**src/rtl/grid_cell_renderer.sv**
```systemverilog
// Streams the filled squares of one or all board cells to the VGA adapter,
// one registered pixel per clock, with colours taken from a grid snapshot.
module grid_cell_renderer #(
    parameter int unsigned GRID_N     = 3,
    parameter int unsigned CELL_SIZE  = 26,
    parameter int unsigned CELL_PITCH = 30,
    parameter int unsigned ORIGIN_X   = 37,
    parameter int unsigned ORIGIN_Y   = 7,
    parameter int unsigned X_W        = 8,
    parameter int unsigned Y_W        = 7,
    parameter int unsigned IDX_W      = 2
) (
    input  logic                         clock,
    input  logic                         resetn,
    input  logic [2*GRID_N*GRID_N-1:0]   grid,
    input  logic                         start,
    input  logic                         single,
    input  logic [IDX_W-1:0]             sel_row,
    input  logic [IDX_W-1:0]             sel_col,
    output logic [X_W-1:0]               x,
    output logic [Y_W-1:0]               y,
    output logic [2:0]                   colour,
    output logic                         plot,
    output logic                         busy,
    output logic                         done
);

    localparam int unsigned GRID_W = 2*GRID_N*GRID_N;
    localparam int unsigned PIX_W  = $clog2(CELL_SIZE+1);

    typedef enum logic [1:0] {IDLE, DRAW, DONE} state_t;

    state_t              state, state_nxt;
    logic [GRID_W-1:0]   snap;
    logic                single_r;
    logic [IDX_W-1:0]    row, col, row_nxt, col_nxt;
    logic [PIX_W-1:0]    px, py, px_nxt, py_nxt;
    logic [X_W-1:0]      x_nxt;
    logic [Y_W-1:0]      y_nxt;
    logic [2:0]          colour_nxt;
    logic                plot_nxt;
    logic [GRID_W-1:0]   src;
    logic [31:0]         cell_idx;
    logic [1:0]          code;
    logic                sel_oob, px_last, py_last, cell_last;

    always_ff @(posedge clock or negedge resetn) begin
        if (!resetn) begin
            state    <= IDLE;
            snap     <= '0;
            single_r <= 1'b0;
            row      <= '0;
            col      <= '0;
            px       <= '0;
            py       <= '0;
            x        <= '0;
            y        <= '0;
            colour   <= '0;
            plot     <= 1'b0;
        end else begin
            state  <= state_nxt;
            row    <= row_nxt;
            col    <= col_nxt;
            px     <= px_nxt;
            py     <= py_nxt;
            x      <= x_nxt;
            y      <= y_nxt;
            colour <= colour_nxt;
            plot   <= plot_nxt;
            if (state == IDLE && start) begin
                snap     <= grid;
                single_r <= single;
            end
        end
    end

    always_comb begin
        state_nxt  = state;
        row_nxt    = row;
        col_nxt    = col;
        px_nxt     = px;
        py_nxt     = py;
        plot_nxt   = 1'b0;
        x_nxt      = x;
        y_nxt      = y;
        colour_nxt = colour;

        sel_oob   = (32'(sel_row) >= GRID_N) || (32'(sel_col) >= GRID_N);
        px_last   = (32'(px) == CELL_SIZE - 1);
        py_last   = (32'(py) == CELL_SIZE - 1);
        cell_last = single_r || ((32'(row) == GRID_N - 1) && (32'(col) == GRID_N - 1));

        case (state)
            IDLE: begin
                if (start) begin
                    if (single && sel_oob) begin
                        state_nxt = DONE;
                    end else begin
                        state_nxt = DRAW;
                        row_nxt   = single ? sel_row : '0;
                        col_nxt   = single ? sel_col : '0;
                        px_nxt    = '0;
                        py_nxt    = '0;
                        plot_nxt  = 1'b1;
                    end
                end
            end
            DRAW: begin
                plot_nxt = 1'b1;
                if (!px_last) begin
                    px_nxt = px + 1'b1;
                end else begin
                    px_nxt = '0;
                    if (!py_last) begin
                        py_nxt = py + 1'b1;
                    end else begin
                        py_nxt = '0;
                        if (cell_last) begin
                            state_nxt = DONE;
                            plot_nxt  = 1'b0;
                        end else if (32'(col) == GRID_N - 1) begin
                            col_nxt = '0;
                            row_nxt = row + 1'b1;
                        end else begin
                            col_nxt = col + 1'b1;
                        end
                    end
                end
            end
            DONE:    state_nxt = IDLE;
            default: state_nxt = IDLE;
        endcase

        // The first pixel is produced while the snapshot is being latched, so read the live grid in IDLE.
        src      = (state == IDLE) ? grid : snap;
        cell_idx = 32'(row_nxt) * GRID_N + 32'(col_nxt);
        code     = 2'(src >> (2 * cell_idx));

        if (plot_nxt) begin
            x_nxt = X_W'(ORIGIN_X + 32'(col_nxt) * CELL_PITCH + 32'(px_nxt));
            y_nxt = Y_W'(ORIGIN_Y + 32'(row_nxt) * CELL_PITCH + 32'(py_nxt));
            case (code)
                2'd0:    colour_nxt = 3'b111;
                2'd1:    colour_nxt = 3'b011;
                2'd2:    colour_nxt = 3'b101;
                default: colour_nxt = 3'b000;
            endcase
        end
    end

    assign busy = (state == DRAW);
    assign done = (state == DONE);

endmodule

```
**config.mk**
```make
export PLATFORM = sky130hd
export DESIGN_NAME = grid_cell_renderer
export DESIGN_NICKNAME = d
export VERILOG_FILES = /design/src/rtl/grid_cell_renderer.sv
export SDC_FILE = /design/constraint.sdc
export NUM_CORES = 1
export LEC_CHECK = 0
export ABC_AREA = 1
export CAP_MARGIN = 20
export CORE_ASPECT_RATIO = 2
export CORE_MARGIN = 2
export CORE_UTILIZATION = 45
export CTS_BUF_LIST = sky130_fd_sc_hd__clkbuf_4
export DETAILED_ROUTE_END_ITERATION = 7
export GPL_TIMING_DRIVEN = 0
export PLACE_DENSITY = 0.67
export SETUP_SLACK_MARGIN = 0.05
export SYNTH_ARGS = -nofsm -noshare
export SYNTH_HDL_FRONTEND = slang
export SYNTH_SLANG_ARGS = --single-unit
```
**constraint.sdc**
```tcl
create_clock -name clock -period 11.09 [get_ports clock]
set_input_delay 1.109 -clock clock [delete_from_list [all_inputs] [get_ports clock]]
set_output_delay 1.109 -clock clock [all_outputs]
set_load 0.02 [all_outputs]
```
==> run metrics <==
outcome finished, final reports clean; register-to-register setup slack 6.87 ns; gr ovfl total 0; FMAX 217.0 MHz; Residual DRC 0; average size of a mapped cell 7.705 µm²; Yosys top cell area share 37.40%; synthesized net count 527; sequential area share after synthesis 37.40%; Nets 581; Longest Clk Path Bufs 2; Finished Layout Cells 620; vias in the first global route 3,124; drt wl/cell 13.76 µm; Worst Path Required 11.39 ns; gpl congestion 0.9041; RR Endpoint colour[0]; total negative slack 0 ns; hold path depth 2; CTS H-tree depth 2; total number of vias 3,183; Layout area overhead 18.73%; Cells after DPL 612; clock sink total 54; post-synth cell types 35; crit path capture type flop; # rows 46; initial antenna violation count 0; Data arrival, critical path 4.91 ns; Initial Utilization 45.83%; worst slew pin tran 0.7127 ns; largest area contributor in the netlist dfrtp_1; Final Setup Violations 0; reg2reg start py[1]; I/O Buffers 46; fillcell total 747; R2R cell count 26; Post-Route Hold Slack 0.5022 ns; CP Max Fanout 8; wire length of the first global-routing pass 14,430 µm; hpwl dp 6790 µm; post-route clock period utilization 41.56%; clk root buf clkbuf_4; most frequent cells in the layout nand2_1, inv_1, o21ai_0; GR met2 Demand/Resource 43.62%; unrepaired setup endpoints after global routing false; DR pass1 iterations 4; MaxCap Viol Count 0; Worst Setup Path Type in2reg; Slew Viols, Final 0; met1 Resource Use GR 21.17%; fin worst setup slack 6.481 ns; TritonCTS Buffers 5; top cells by area, synth dfrtp_1, nand2_1, ha_1, o21ai_0, inv_1; # Post-CTS Setup Buffers 0; HP Class reg2reg; GRT Max-Usage Layer met2; worst slack at placement 6.106 ns; Total GRT Usage 21.80%; Hold EP colour[2]; diode count 0; DRT iter0 DRCs 133; largest net degree at the start of global routing 38; Top Ports 47; yosys warns 0; Synth Cell Area 3613 µm²; Worst Skew 0.01186 ns; commonest non-fill, non-tap cell in the layout nand2_1; cts repair resizes 0; core area 7885 µm²; Synth Register Bits 54; Clock Latency Late Sink 0.41 ns; crit start category input pin; final hold violations 0; Post-CTS Hold Buffers 0; Slew HR 52.31%; met3 GRT Util 2.825%; share of layout cells above drive strength 1 7.824%; Antenna Nets Post-Route 0; via/cell ratio 5.134; DIE AREA 8806 µm²; CTS tree built; Tmin final 4.609 ns; Clock transition at path regs 0.15 ns; WL final 8531 µm; Worst Hold Launch colour[2]; Synth Instances 469; Die H 130.7 µm; DIE WIDTH 67.37 µm
-- stage by stage --
stage / cell area (µm²) / utilization (%)
final: 4290 / 54.41
after floorplan: 3613 / -
after CTS: 4290 / 54.41
after global routing: 4290 / 54.41
after detailed placement: 4209 / 53.38
after global placement: 4194 / 53.19
-- kinds of logic after synthesis --
group | Yosys count | synth area share (%)
AND/OR/NAND/NOR | 196 | 26.21
AO/OA/AOI/OAI | 90 | 13.33
adder cells (fa/ha/maj) | 32 | 11.70
flip-flops | 54 | 37.40
buffers and inverters | 88 | 9.176
XOR/XNOR | 9 | 2.181
-- layer usage --
layer,vias to the layer above,wire (µm)
li1,1616,-
met2,52,5019
met3,18,243
met1,1497,2973
met5,-,0
met4,0,295
-- worst max-delay path by stage --
stage / to / from / slack (ns)
4_1_cts: colour[0] / single / 6.51
3_3_place_gp: colour[0] / single / 6.17
6_report: colour[0] / single / 6.48
2_1_floorplan: colour[0] / sel_col[0] / 7.24
3_5_place_dp: colour[0] / single / 6.11
5_1_grt: colour[1] / single / 6.15
-- critical path, cell delays in order --
cell and delay [ns]:
clkdlybuf4s50_1 0.54, nand3_1 0.20, nand3_2 0.17, nand2_1 0.10, nand2_1 0.05, o22ai_1 0.11
inv_1 0.05, nand2_1 0.14, inv_1 0.13, ha_1 0.33, inv_1 0.05, ha_1 0.27
ha_1 0.14, inv_1 0.05, fa_1 0.53, inv_1 0.10, nor3_1 0.27, o21ai_0 0.15
a21oi_1 0.14, a21oi_1 0.08, nand2_1 0.14, nand3_2 0.07
-- state kept, by name, indices dropped and copies added (netlist names) --
name      count
snap         18
x             8
y             7
px            5
py            5
colour        3
col           2
row           2
state         2
plot          1
single_r      1
-- cell type report --
cell class              instances  area (µm²)  share of cell area (%)
clock inverters                 3       43.79                   1.021
clock buffers                   5       37.54                  0.8749
multi-input cells             327        1931                   45.00
plain buffers                  10       38.79                  0.9041
inverters                      78       292.8                   6.824
flip-flops and latches         54        1351                   31.50
well taps                      96       120.1                   2.800
repair buffers                 47       475.5                   11.08
-- cells in the mapped netlist, drive strengths merged --
library cell  number
nand2            122
inv               78
o21ai             59
dfrtp             54
nand3             37
nor2              30
ha                29
a21oi             18
clkbuf             9
xor2               5
xnor2              4
fa                 3
nand4              3
nor3               3
o22ai              3
a21o               2
a31oi              2
a211o              1
a211oi             1
a41oi              1
buf                1
o21a               1
o32ai              1
o41ai              1
or2                1
Power is not shown: default switching activity piles up to over one toggle a cycle in this logic, so the estimate is an artifact.
